--- src/rtl/seg7_pkg.sv ---
// Shared types and constants for the 7-segment scan controller.
// Anode enables are active-low, so the blank pattern is all ones.
package seg7_pkg;

    typedef enum logic [1:0] {
        ST_IDLE,
        ST_GUARD,
        ST_SHOW
    } seg7_state_e;

    localparam int NIB_W = 4;

    // Wide enough for the largest supported digit count; sliced by users.
    localparam logic [7:0] ANODE_BLANK = 8'hFF;

endpackage

--- src/rtl/seg7_slot_timer.sv ---
// Down-counter timing one guard or show phase of a digit slot.
// Loading L-1 makes the phase last L cycles; o_done flags the last one.
module seg7_slot_timer #(
    parameter int CW = 4
) (
    input  logic          i_clk,
    input  logic          i_rst_n,
    input  logic          i_load,
    input  logic          i_clear,
    input  logic [CW-1:0] i_count,
    output logic          o_done
);

    logic [CW-1:0] cnt_q;
    logic [CW-1:0] cnt_d;

    always_comb begin
        cnt_d = cnt_q;
        if (i_clear) begin
            cnt_d = '0;
        end else if (i_load) begin
            cnt_d = i_count;
        end else if (cnt_q != '0) begin
            cnt_d = cnt_q - 1'b1;
        end
    end

    always_ff @(posedge i_clk or negedge i_rst_n) begin
        if (!i_rst_n) begin
            cnt_q <= '0;
        end else begin
            cnt_q <= cnt_d;
        end
    end

    assign o_done = (cnt_q == '0);

endmodule

--- src/rtl/seg7_scan_controller.sv ---
// Multiplexes one shared 7-segment decoder across N_DIGITS anodes.
// Build option SEG7_LEADING_ZERO_BLANK_EN blanks leading zero digits.
module seg7_scan_controller
    import seg7_pkg::*;
#(
    parameter int N_DIGITS     = 4,
    parameter int TICK_DIV     = 50000,
    parameter int GUARD_CYCLES = 2
) (
    input  logic                        i_clk,
    input  logic                        i_rst_n,
    input  logic                        i_enable,
    input  logic [NIB_W*N_DIGITS-1:0]   i_value,
    input  logic                        i_load,
    output logic                        o_load_ack,
    output logic [NIB_W-1:0]            o_bits,
    output logic [N_DIGITS-1:0]         o_digit_sel_n,
    output logic                        o_frame_start
);

    localparam int VW = NIB_W * N_DIGITS;
    localparam int CW = $clog2(TICK_DIV + GUARD_CYCLES + 1);
    localparam int IW = (N_DIGITS > 1) ? $clog2(N_DIGITS) : 1;

    localparam logic [N_DIGITS-1:0] BLANK   = ANODE_BLANK[N_DIGITS-1:0];
    localparam logic [IW-1:0]       LAST    = IW'(N_DIGITS - 1);
    localparam logic [CW-1:0]       SHOW_LD = CW'(TICK_DIV - 1);
    localparam logic [CW-1:0]       GUARD_LD =
        (GUARD_CYCLES > 0) ? CW'(GUARD_CYCLES - 1) : '0;

    seg7_state_e           state_q, state_d;
    logic [IW-1:0]         idx_q, idx_d;
    logic [VW-1:0]         disp_q, disp_d;
    logic [VW-1:0]         pval_q, pval_d;
    logic                  pend_q, pend_d;
    logic [NIB_W-1:0]      bits_q, bits_d;
    logic [N_DIGITS-1:0]   sel_q, sel_d;
    logic                  ack_q, ack_d;
    logic                  fs_q, fs_d;

    logic                  tmr_load;
    logic                  tmr_clear;
    logic [CW-1:0]         tmr_count;
    logic                  tmr_done;
    logic                  enter;
    logic                  drop;

    function automatic logic [NIB_W-1:0] nib(
        input logic [VW-1:0] v,
        input logic [IW-1:0] k
    );
        logic [VW-1:0] s;
        s = v >> (NIB_W * k);
        return s[NIB_W-1:0];
    endfunction

    function automatic logic [N_DIGITS-1:0] show_sel(
        input logic [IW-1:0] k,
        input logic [VW-1:0] v
    );
        logic [N_DIGITS-1:0] s;
        s    = BLANK;
        s[k] = 1'b0;
`ifdef SEG7_LEADING_ZERO_BLANK_EN
        // Digit k is a leading zero when it and everything above it is zero.
        if (k != '0 && (v >> (NIB_W * k)) == '0) begin
            s = BLANK;
        end
`endif
        return s;
    endfunction

    seg7_slot_timer #(
        .CW (CW)
    ) u_timer (
        .i_clk   (i_clk),
        .i_rst_n (i_rst_n),
        .i_load  (tmr_load),
        .i_clear (tmr_clear),
        .i_count (tmr_count),
        .o_done  (tmr_done)
    );

    always_comb begin
        state_d   = state_q;
        idx_d     = idx_q;
        disp_d    = disp_q;
        pval_d    = pval_q;
        pend_d    = pend_q;
        bits_d    = bits_q;
        sel_d     = sel_q;
        ack_d     = 1'b0;
        fs_d      = 1'b0;
        tmr_load  = 1'b0;
        tmr_clear = 1'b0;
        tmr_count = '0;
        enter     = 1'b0;
        drop      = 1'b0;

        if (i_load) begin
            pval_d = i_value;
            pend_d = 1'b1;
        end

        unique case (state_q)
            ST_IDLE: begin
                sel_d  = BLANK;
                bits_d = '0;
                if (pend_q) begin
                    disp_d = pval_q;
                    pend_d = i_load;
                    ack_d  = 1'b1;
                end
                if (i_enable) begin
                    idx_d = '0;
                    fs_d  = 1'b1;
                    enter = 1'b1;
                end
            end
            ST_GUARD: begin
                if (!i_enable) begin
                    drop = 1'b1;
                end else if (tmr_done) begin
                    state_d   = ST_SHOW;
                    sel_d     = show_sel(idx_q, disp_q);
                    tmr_load  = 1'b1;
                    tmr_count = SHOW_LD;
                end
            end
            ST_SHOW: begin
                if (!i_enable) begin
                    drop = 1'b1;
                end else if (tmr_done) begin
                    enter = 1'b1;
                    if (idx_q == LAST) begin
                        // Frame boundary: the only point a scan may commit.
                        idx_d = '0;
                        fs_d  = 1'b1;
                        if (pend_q) begin
                            disp_d = pval_q;
                            pend_d = i_load;
                            ack_d  = 1'b1;
                        end
                    end else begin
                        idx_d = idx_q + 1'b1;
                    end
                end
            end
            default: drop = 1'b1;
        endcase

        if (drop) begin
            state_d   = ST_IDLE;
            idx_d     = '0;
            tmr_clear = 1'b1;
            sel_d     = BLANK;
            bits_d    = '0;
        end

        if (enter) begin
            bits_d   = nib(disp_d, idx_d);
            tmr_load = 1'b1;
            if (GUARD_CYCLES > 0) begin
                state_d   = ST_GUARD;
                sel_d     = BLANK;
                tmr_count = GUARD_LD;
            end else begin
                state_d   = ST_SHOW;
                sel_d     = show_sel(idx_d, disp_d);
                tmr_count = SHOW_LD;
            end
        end
    end

    always_ff @(posedge i_clk or negedge i_rst_n) begin
        if (!i_rst_n) begin
            state_q <= ST_IDLE;
            idx_q   <= '0;
            disp_q  <= '0;
            pval_q  <= '0;
            pend_q  <= 1'b0;
            bits_q  <= '0;
            sel_q   <= BLANK;
            ack_q   <= 1'b0;
            fs_q    <= 1'b0;
        end else begin
            state_q <= state_d;
            idx_q   <= idx_d;
            disp_q  <= disp_d;
            pval_q  <= pval_d;
            pend_q  <= pend_d;
            bits_q  <= bits_d;
            sel_q   <= sel_d;
            ack_q   <= ack_d;
            fs_q    <= fs_d;
        end
    end

    assign o_load_ack    = ack_q;
    assign o_bits        = bits_q;
    assign o_digit_sel_n = sel_q;
    assign o_frame_start = fs_q;

endmodule

--- config.mk ---
export PLATFORM = sky130hd
export DESIGN_NAME = seg7_scan_controller
export DESIGN_NICKNAME = d
export VERILOG_FILES = /design/src/rtl/seg7_pkg.sv /design/src/rtl/seg7_slot_timer.sv /design/src/rtl/seg7_scan_controller.sv
export SDC_FILE = /design/constraint.sdc
export NUM_CORES = 1
export LEC_CHECK = 0
export CAP_MARGIN = 40
export CORE_MARGIN = 4
export CORE_UTILIZATION = 37
export CTS_CLUSTER_SIZE = 12
export DETAILED_ROUTE_END_ITERATION = 16
export GPL_ROUTABILITY_DRIVEN = 0
export SYNTH_ARGS = -nofsm -noshare
export SYNTH_HDL_FRONTEND = slang
export SYNTH_SLANG_ARGS = --single-unit
--- constraint.sdc ---
create_clock -name i_clk -period 7.85 [get_ports i_clk]
set_clock_uncertainty 0.1 [all_clocks]
set_input_delay 1.9625 -clock i_clk [delete_from_list [all_inputs] [get_ports i_clk]]
set_output_delay 1.9625 -clock i_clk [all_outputs]
set_load 0.005 [all_outputs]
Word level (Yosys, flattened, before mapping)
Index checks and enable logic that the tools add are counted.
- mux-type cells: 57
- reduce and logical (&&, ||, !) cells: 13
- $add $sub $neg: 2
- shift-type cells: 1
- divide/modulo/power cells: 0
- multiply operators: 0
- order comparisons: 2
- bitwise operators: 1
- equal/unequal tests: 5
- operator list (kind ; count):
    16-bit 2-to-1 mux ; 11
    16-bit one-hot mux with 2 select lines ; 1
    4-bit 2-to-1 mux ; 7
    1-bit 2-to-1 mux ; 20
    2-bit 2-to-1 mux ; 10
    16-bit zero test ; 1
    16-bit nonzero test ; 1
    16-bit by 4-bit right shift with 4-bit output ; 1
    16-bit by 1-bit subtractor with 16-bit output (second input constant) ; 1
    3-bit nonzero test ; 5
    1-bit one-hot mux with 2 select lines ; 5
    4-bit inequality test (second input constant) ; 2
    4-bit one-hot mux with 2 select lines ; 1
    3-bit AND reduction ; 2
    2-bit equality test (second input constant) ; 2
    4-bit NOT ; 1
    2-bit one-hot mux with 2 select lines ; 1
    4-bit nonzero test ; 1
    2-bit by 3-bit less-than comparator with 1-bit output (second input constant) ; 1
    2-bit by 1-bit adder with 2-bit output (second input constant) ; 1
    1-bit demux with 2-bit select ; 1
    2-bit by 1-bit equality test with 1-bit output (second input constant) ; 1
    2-bit by 1-bit >= comparator with 1-bit output (second input constant) ; 1
    2-bit zero test ; 1
    other kinds (2) ; 2
- memory bits (read-only): 0
- flip-flop bits (word level): 63
- logic and storage cells: 91
- RAM bits: 0
- memories kept: 0
- latch bits: 0

Depth between registers and ports, before layout
Gate-level depths: netlist of run 1.
- depth after elaboration: 10
- gate-level depth with buffers: 11
- depth with buffers taken out: 10

Modules after synthesis
Synthesis of run 1 repeated with hierarchy kept, for this count alone.
- cell total of the unflattened synthesis: 326
- area total of the unflattened synthesis: 3458.3 um^2
- by module, submodules not included (module ; cells each ; area an instance (um^2) ; times used):
    seg7_scan_controller ; 218 ; 2472.4 ; 1
    seg7_slot_timer ; 108 ; 985.9 ; 1

Worst setup path before layout of run 1
Ideal clock, no wire load.
- path type: input -> register
- start point: input port i_enable
- end point: register bits_q[2] (netlist: o_bits[2])
- required time: 7.626 ns
- arrival time: 3.314 ns
- cell stages on the path: 7
- setup slack: 4.312 ns
- setup time: 0.124 ns
- buffers on the path: 1
- path through: buf_2 -> a21oi_1 -> o21bai_1 -> a21o_1 -> inv_2 -> mux2_2 -> a211o_1
- longest elaborated chain between the ends: 5
- elaborated cells between the ends (all ways): 15
- those cells by class: shift (1); mux (13); reduce/logical (1)
- RTL lines (what ; line ; RTL):
    start: declaration ; seg7_scan_controller.sv:12 ; input logic i_enable,
    2-bit 2-to-1 mux, or another cell as far along ; seg7_scan_controller.sv:131 ; if (!i_enable) begin
    2-bit one-hot mux with 2 select lines or 1-bit one-hot mux with 2 select lines (tied branches) ; seg7_scan_controller.sv:105 ; unique case (state_q)
    2-bit 2-to-1 mux (*) ; seg7_scan_controller.sv:152 ; if (drop) begin
    named net idx_d[1] ; seg7_scan_controller.sv:32 ; logic [IW-1:0] idx_q, idx_d;
    16-bit by 4-bit right shift with 4-bit output (*) ; seg7_scan_controller.sv:53 ; s = v >> (NIB_W * k);
    4-bit 2-to-1 mux (*) ; seg7_scan_controller.sv:160 ; if (enter) begin
    end signal: assignment ; seg7_scan_controller.sv:192 ; bits_q <= bits_d;
    end: declaration ; seg7_scan_controller.sv:36 ; logic [NIB_W-1:0] bits_q, bits_d;
The timed path passes the listed nets; every way through them passes the cells marked *.
A chain may end at the register's enable or synchronous reset.

Final worst setup path of run 1
- start point: input port i_enable
- end point: register bits_q[1] (netlist: o_bits[1])
- longest elaborated chain between the ends: 5
- elaborated cells between the ends (all ways): 15
- those cells by class: shift (1); mux (13); reduce/logical (1)
- RTL lines (what ; line):
    2-bit 2-to-1 mux, or another cell as far along ; seg7_scan_controller.sv:131
    2-bit one-hot mux with 2 select lines or 1-bit one-hot mux with 2 select lines (tied branches) ; seg7_scan_controller.sv:105
    2-bit 2-to-1 mux ; seg7_scan_controller.sv:152
    16-bit by 4-bit right shift with 4-bit output ; seg7_scan_controller.sv:53
    4-bit 2-to-1 mux ; seg7_scan_controller.sv:160
Parallel ways exist; a longest one is shown, timed or not.

==> results of run 1 <==
-- cells in the final DEF (no fill, tap or decap), types with 5 or more instances in the layout --
cell | Yosys | routed
dfrtp_1 | 59 | 59
ha_1 | 9 | 9
mux2_2 | 20 | 20
nor3_1 | 7 | 7
a22o_1 | 14 | 14
clkdlybuf4s50_1 | 0 | 28
clkbuf_8 | 0 | 10
a221oi_1 | 6 | 6
and2_1 | 8 | 8
o31ai_1 | 5 | 5
nand2_1 | 15 | 15
nor2_1 | 18 | 18
xnor2_1 | 8 | 8
o21ai_0 | 7 | 7
a21oi_1 | 15 | 15
inv_1 | 12 | 12
-- worst paths after layout --
kind | to | slack [ns] | cells past startpoint
min in group asynchronous | u_timer.cnt_q[9] | 1.69 | 2
worst min-delay path | disp_q[15] | 0.39 | 2
worst min register to register | disp_q[15] | 0.39 | 2
worst max-delay path | o_bits[1] | 3.69 | 8
worst max register to register | o_bits[1] | 4.98 | 9
max in group asynchronous | u_timer.cnt_q[14] | 5.41 | 2
-- cell families (layout without fill, tap and decap cells) --
kind of cell / Yosys count / in the layout / share of synthesized area, %
simple gates: 73 / 73 / 13.7
buf+inv: 24 / 59 / 3.50
flops: 63 / 63 / 51.4
mux: 22 / 22 / 7.97
xor+xnor: 10 / 10 / 2.85
fa+ha+maj: 9 / 9 / 3.66
compound gates: 70 / 70 / 16.9
-- layout make-up --
| cell class | instances | share of cell area [%] |
|---|---|---|
| timing repair buffer | 30 | 8.05 |
| sequential | 63 | 43.5 |
| multi-input combinational | 184 | 38.1 |
| clock buffer | 11 | 3.89 |
| tap | 102 | 3.51 |
| clock inverter | 5 | 1.58 |
| inverter | 13 | 1.34 |
-- flip-flops by register name, indices dropped and copies added (netlist names) --
register       flops
state_q            2
pend_q             1
u_timer.cnt_q     16
disp_q            16
o_digit_sel_n      4
o_load_ack         1
idx_q              2
o_frame_start      1
pval_q            16
o_bits             4
-- metal layers --
layer | vias to the layer above | routed length [um]
met5 | - | 0
met3 | 4 | 290
li1 | 1052 | -
met1 | 1057 | 3120
met4 | 0 | 37
met2 | 51 | 3080
-- report_power, final --
part           leakage (nW)  internal [W]  switching (W)  total [W]
clock network        0.0916      0.000155       0.000128   0.000282
logic                 0.717      0.000271       0.000322   0.000593
registers             0.780      0.000425      0.0000706   0.000495
total                  1.59      0.000850       0.000521    0.00137
-- per-stage QoR --
stage | hold WS (ns) | total power, W | util (%) | std cells | area, sq um
finish | 0.392 | 0.00137 | 46.1 | 408 | 3640
global route | 0.409 | 0.00148 | 46.1 | 408 | 3640
CTS | 0.395 | 0.00139 | 46.1 | 408 | 3640
detailed placement | 0.378 | 0.00109 | 43.6 | 392 | 3440
global placement | 0.382 | 0.00109 | 43.6 | 392 | 3440
floorplan | 0.355 | 0.000948 | - | 271 | 3080
-- critical path, delay by kind of cell --
kind	cells	cell delay, ns
multiplexers	1	0.19
AND/OR/NAND/NOR	3	0.77
AO/OA/AOI/OAI	3	0.70
buffers and inverters	1	0.72
==> results.md, run 1 <==
- Count leader, synth: dfrtp_1
- Antenna Nets Post-Route: 0
- DR DRC count: 0
- Dpl hpwl: roughly 4500 um
- M3 GR Usage: 4.56%
- Initial Utilization: between 30% and 40%
- Met2 usage: about 22%
- # IOs: 30
- CP arrival: ~4.3 ns
- Post-CTS Setup Repair Bufs: 0
- Max clock buf depth: 2
- Nets: 330
- First-pass GRT wire length: around 11000 um
- Final cycle utilization of the critical path: approximately 53%
- Post-synth top area share: around 48%
- Relative slew slack: between 40% and 50%
- CTS sink cnt: 63
- Final WL: approximately 6500 um
- Mapped Area: 3080 sq um
- Crit. End Element: register
- Final max-slew violation count: 0
- Wire per inst: 16.0 um
- Most Crowded Layer GR: met2
- Largest net degree at the start of global routing: 64
- Post-Syn Area per Cell: 11.3 sq um
- Number of synthesized flops with an enable pin: 0
- Reg area: 1580 sq um
- Worst ir drop on vdd: 0.143 mV
- Synth Instances: 271
- Max Cap Viol: 0
- Proportion of layout cells with a drive suffix above 1: between 10% and 20%
- Chip height: about 100 um
- Seq/Total Area, Yosys: about half
- GRT Total Usage: between 10% and 20%
- Clock Latency Late Sink: ~0.34 ns
- Fraction of registers with async set/reset: 100%
- FP Rows: 32
- Total CTS buffers: 9
- CTS tree: done
- Fill count: between 700 and 800
- Max Clk Rate: approximately 240 MHz
- Leak pwr: between 1.5 and 2 nW
- CTS H-tree lvls: 3
- Slowest cell on crit path: clkdlybuf4s50_1
- CP required: around 8 ns
- Final Hold Fails: 0
- Hold_buf cts: 0
- Run status: completed
- Antenna violations before repair: 0
- DR vias: between 2000 and 2500
- DRT iter0 DRCs: slightly below 80
- Top FF cell, synth: dfrtp_1
- Post-Syn Nets: 300
- Hold path startpoint: disp_q[15]
- Power per cell area: roughly 380 nW/um^2
- Final setup fails: 0
- Worst Max-Slew Pin Slew: 0.874 ns
- Grt ovf: 0
- Most instantiated cells after synthesis: dfrtp_1 (59), mux2_2 (20), nor2_1 (18), a21oi_1 (15), nand2_1 (15)
- Die X: around 99 um
- Netlist cell types: between 50 and 60
- Die area: about 10000 sq um
- Core area: 7890 sq um
- Synth area leader: dfrtp_1
- Worst Path Max Fanout: 11
- ANT cells: 0
- Met1 usage: roughly a fifth
- Area Overhead vs Synth: 18.2%
- Pre-CTS WS: 3.37 ns
- RR Startpoint: u_timer.cnt_q[0]
- Clock Pin Slew Worst Setup and Hold Paths: roughly 0.07 ns
- PortBufs: 29
- Fin crit period: between 4 and 5 ns
- Critical path cell sequence: clkdlybuf4s50_1 -> nand2_1 -> or3_1 -> mux2i_1 -> o21ai_0 -> a21oi_1 -> nor3b_1 -> a211o_1
- Final Worst Setup Slack: roughly 3.7 ns
- Crit start category: primary input
- Root Buffer Master: clkbuf_8
- YS warnings: 0
- CP peak stage delay: between 0.7 and 0.8 ns
- RSZ-0062 raised after global routing: false
- Post_cts resized: 0
- Number of synthesized register bits: 63
- Tightest Hold Check Type: register to register
- Final setup TNS: 0 ns
- Vias in the first global route: approximately 2100
- Drt pass-1 iters: 4
- Synth area leaders: dfrtp_1 (48%), mux2_2 (7.3%), a22o_1 (4.0%)
- Vias per Instance: roughly 5.3
- Multi-input gate area: approximately 1400 sq um
- CP startpoint: i_enable
- Critical path type: primary input to register
Power figures use the tool's default switching activity.
==> run 2, diff against run 1 <==
clock period = 3.35 ns   (was 7.85 ns; I/O delays follow)
==> results.md, run 2 (synthesized netlist as in run 1, its figures left out) <==
- Tightest hold margin: approximately 0.40 ns
- FP Rows: 32
- CP arrival: approximately 3.0 ns
- Initial Utilization: around two fifths
- Worst Path Max Fanout: 11
- Slowest cell on crit path: clkdlybuf4s50_1
- Drt pass-1 iters: 4
- Total power draw: between 0.003 and 0.004 W
- DR vias: roughly 2200
- Grt ovf: 0
- Sequential share of power: a little over a third
- Wire per inst: around 16 um
- Area Overhead vs Synth: 19.0%
- RSZ-0062 raised after global routing: false
- Fin crit period: 2.87 ns
- Antenna Nets Post-Route: 0
- Vias per Instance: between 5 and 6
- Final max-slew violation count: 0
- Placed Instances: just under 400
- ANT cells: 0
- CTS sink cnt: 63
- Final Hold Fails: 0
- Die area: roughly 9800 sq um
- Leak pwr: 1.62 nW
- NetSw: 0.00123 W
- CTS tree: done
- Chip height: between 90 and 100 um
- Internal power: around 0.0020 W
- Comb pwr share: between 40 and 50%
- Commonest non-fill, non-tap cells in the layout: dfrtp_1 (59), clkdlybuf4s50_1 (28), mux2_2 (20)
- Critical path type: primary input to register
- Worst ir drop on vdd: about 0.34 mV
- Max Clk Rate: 349 MHz
- Largest net degree at the start of global routing: 64
- Commonest non-fill, non-tap cell in the layout: dfrtp_1
- Worst Max-Slew Pin Slew: 0.793 ns
- Clock Pin Slew Worst Setup and Hold Paths: roughly 0.070 ns
- Proportion of layout cells with a drive suffix above 1: 17.6%
- Root Buffer Master: clkbuf_8
- Die X: a little under 100 um
- Final setup fails: 0
- Final setup TNS: 0 ns
- CP peak stage delay: between 0.7 and 0.8 ns
- CP required: 3.48 ns
- Hold_buf cts: 0
- Dpl hpwl: ~4600 um
- Final std cells w/o fill: ~410
- Max clock buf depth: 2
- DRT iter0 DRCs: 98
- Antenna violations before repair: 0
- Vias in the first global route: about 2200
- Power per cell area: roughly 900 nW/um^2
- GRT Total Usage: around 14%
- Relative slew slack: a little under half
- Core area: ~7900 sq um
- Crit. End Element: register
- CTS H-tree lvls: 3
- First-pass GRT wire length: between 10000 and 15000 um
- Nets: between 300 and 400
- Post_cts resized: 0
- Critical path cell sequence: clkdlybuf4s50_1 -> inv_1 -> o31ai_1 -> a21o_1 -> inv_2 -> a221oi_1 -> nor3b_1 -> a211o_1
- DR DRC count: 0
- Final WL: 6480 um
- Run status: completed
- Final cycle utilization of the critical path: about 86%
- Crit start category: primary input
- Largest registers: disp_q: 16 flops, pval_q: 16 flops, u_timer.cnt_q: 16 flops
- # IOs: 30
- Tightest Hold Check Type: register to register
- Switching power share of the total: 38.1%
- Clock Latency Late Sink: ~0.34 ns
- Post-CTS Setup Repair Bufs: 0
- PortBufs: 29
- Util after Layout: 46.4%
- Max Cap Viol: 0
- Total CTS buffers: 9
- Clock power share: 18.5%
-- run 2: through the flow --
stage | worst slack, ns | instance area, sq um
floorplan | 0.823 | 3080
global placement | 0.188 | 3480
detailed placement | 0.128 | 3480
CTS | 0.499 | 3660
global route | 0.259 | 3660
finish | 0.484 | 3660
-- run 2: worst paths after layout --
| path | start | end | slack (ns) | depth (start not counted) |
|---|---|---|---|---|
| max | i_enable | o_bits[2] | 0.48 | 8 |
| max in group asynchronous | i_rst_n | pval_q[15] | 2.06 | 2 |
| min reg2reg | o_digit_sel_n[1] | o_digit_sel_n[1] | 0.40 | 1 |
| max reg2reg | u_timer.cnt_q[0] | o_bits[3] | 0.51 | 9 |
| min | o_digit_sel_n[1] | o_digit_sel_n[1] | 0.40 | 1 |
| min in group asynchronous | i_rst_n | o_frame_start | 0.55 | 2 |
-- run 2: area by class of cell --
| class | count | area [sq um] |
|---|---|---|
| Clock buffer | 13 | 159 |
| Clock inverter | 3 | 17.5 |
| Fill cell | 725 | 4230 |
| Inverter | 13 | 48.8 |
| Multi-Input combinational cell | 184 | 1390 |
| Sequential cell | 63 | 1580 |
| Tap cell | 102 | 128 |
| Timing Repair Buffer | 36 | 338 |
-- run 2: power by group through the flow --
stage	sequential, W	combinational (W)	clock, W
floorplan	0.00113	0.00109	0
global placement	0.00117	0.00145	0
detailed placement	0.00117	0.00146	0
CTS	0.00117	0.00147	0.000612
global route	0.00119	0.00162	0.000647
finish	0.00117	0.00146	0.000595
-- run 2: routing by layer --
layer	part of all wire, %	vias up	GRT usage (%)
met5	0	-	0
met4	1.6	0	4.52
met3	4.2	9	4.91
met2	45	38	21.7
met1	49	1075	18.7
li1	-	1059	-
-- run 2: critical path: cells and delay by family --
kind	cells	cell delay (ns)
AOI/OAI and AO/OA	4	1.06
buffers and inverters	3	1.00
and+or+nand+nor	1	0.10
==> RTL edit: new RTL, config.mk and constraints of run 2 <==
Build with the macro `SEG7_LEADING_ZERO_BLANK_EN` defined.
--- a/src/rtl/seg7_scan_controller.sv
+++ b/src/rtl/seg7_scan_controller.sv
@@ -1,5 +1,7 @@
 // Multiplexes one shared 7-segment decoder across N_DIGITS anodes.
 // Build option SEG7_LEADING_ZERO_BLANK_EN blanks leading zero digits.
+`define SEG7_LEADING_ZERO_BLANK_EN
+
 module seg7_scan_controller
     import seg7_pkg::*;
 #(
Check against the original RTL: same outputs for any inputs over 10 cycles, from zero or initial values and one cycle with i_rst_n low; that may be too few to reach the edited logic, so the function may still have changed.
==> RTL edit against run 2 <==
  * Power increased by 7.4%
  * Sequential cell count unchanged
  * Global-route usage rose by 1.3 points
  * Synthesized area increased by 3.9%
  * Routed wire length grew 9.5%
  * First-iteration DRC count decreased by 10%
  * Clock power grew 3%
  * Worst hold slack worse by 5.7 ps
  * Die area up 3.6%
  * Critical path depth shrank 1
  * Design area up 4.8%
  * Worst setup slack got worse by 58 ps
  * Critical path type unchanged
  * Critical endpoint is now o_bits[0]$_DFFE_PN0P_
  * Largest cell class unchanged
==> RTL edit: results (changes against run 2) <==
hold path startpoint=o_bits[2]$_DFFE_PN0P_ (was o_digit_sel_n[1]$_DFFE_PN1P_); Worst path top cell family by delay=simple AND/OR/NAND/NOR gates (was compound AO/OA/AOI/OAI gates); CP max FO=15 (was 11); hold_ws=397.3 ps (was 403.0 ps); Max IR drop VDD=267.3 uV (was 344.0 uV); ClkCell Share=4.832% (was 4.822%); Slowest Stage Delay on Critical Path=480 ps (was 720 ps); filler instances=796 (was 725); area of the multi-input gates=0.001481 sq mm (was 0.001386 sq mm); Leakage=1.590 nW (was 1.615 nW); Sw Share=40.49% (was 38.14%); nonclk buf count=40 (was 36); syn nets=322 (was 300); first-pass GRT wire length=12310 microns (was 11010 microns); WL met2=3494 microns (was 2931 microns); Reg2Reg Setup Slack=690 ps (was 510 ps); status=complete, no violations (unchanged); gr usage total=15.37% (was 14.09%); post-placement setup slack=70.50 ps (was 128.3 ps); synthesized instance count=293 (was 271); mux contribution to synthesized area=8.806% (was 7.974%); Slew headroom=47.16% (was 47.12%); Vias=2437 (was 2181); Core Util, Final=46.18% (was 46.38%); met2 Use GR=25.27% (was 21.69%); syn_area_per_cell=10.91 sq um (was 11.35 sq um); layout cells sized above 1=17.91% (was 17.63%); cell count after placement=424 (was 398); Iteration-0 DRC Markers=88 (was 98); comb_multi_in=200 (was 184); vias in the first global route=2452 (was 2246); top cells by count, synth=59 x dfrtp_1, 29 x nor2_1, 23 x a21oi_1 (was 59 x dfrtp_1, 20 x mux2_2, 18 x nor2_1); Signal buf overhead=10.25% (was 9.234%); post-synthesis xor/xnor area fraction=3.288% (was 2.848%); Nets=359 (was 336); met3 wire length=329 microns (was 271 microns); post-synthesis adder-cell area fraction=3.523% (was 3.662%); Synth Area in Compound Gates=15.23% (was 16.92%); largest net degree at the start of global routing=38 (was 64); # clk buffers=12 (was 13); routing usage on met1=19.77% (was 18.68%); routed vias/inst=5.539 (was 5.268); inverters=16 (was 13); hpwl dp=5209 microns (was 4633 microns); sequential-to-total area share from yosys stat=49.47% (was 51.42%)
==> RTL edit: power by group through the flow <==
stage | combinational [mW] | sequential [mW] | clock (mW)
5_1_grt | 1.86 | 1.23 | 0.662
2_1_floorplan | 1.19 | 1.15 | 0
6_report | 1.65 | 1.20 | 0.611
3_3_place_gp | 1.63 | 1.21 | 0
3_5_place_dp | 1.66 | 1.21 | 0
4_1_cts | 1.67 | 1.20 | 0.628
==> RTL edit: how the worst max path moves through the flow <==
| stage | to | slack (ps) | cells past startpoint |
|---|---|---|---|
| floorplan | o_bits[1]$_DFFE_PN0P_ | 640 | 9 |
| global placement | o_bits[1]$_DFFE_PN0P_ | 120 | 7 |
| detailed placement | o_bits[0]$_DFFE_PN0P_ | 70 | 7 |
| CTS | o_bits[1]$_DFFE_PN0P_ | 390 | 7 |
| global route | o_bits[1]$_DFFE_PN0P_ | 230 | 7 |
| finish | o_bits[0]$_DFFE_PN0P_ | 430 | 7 |
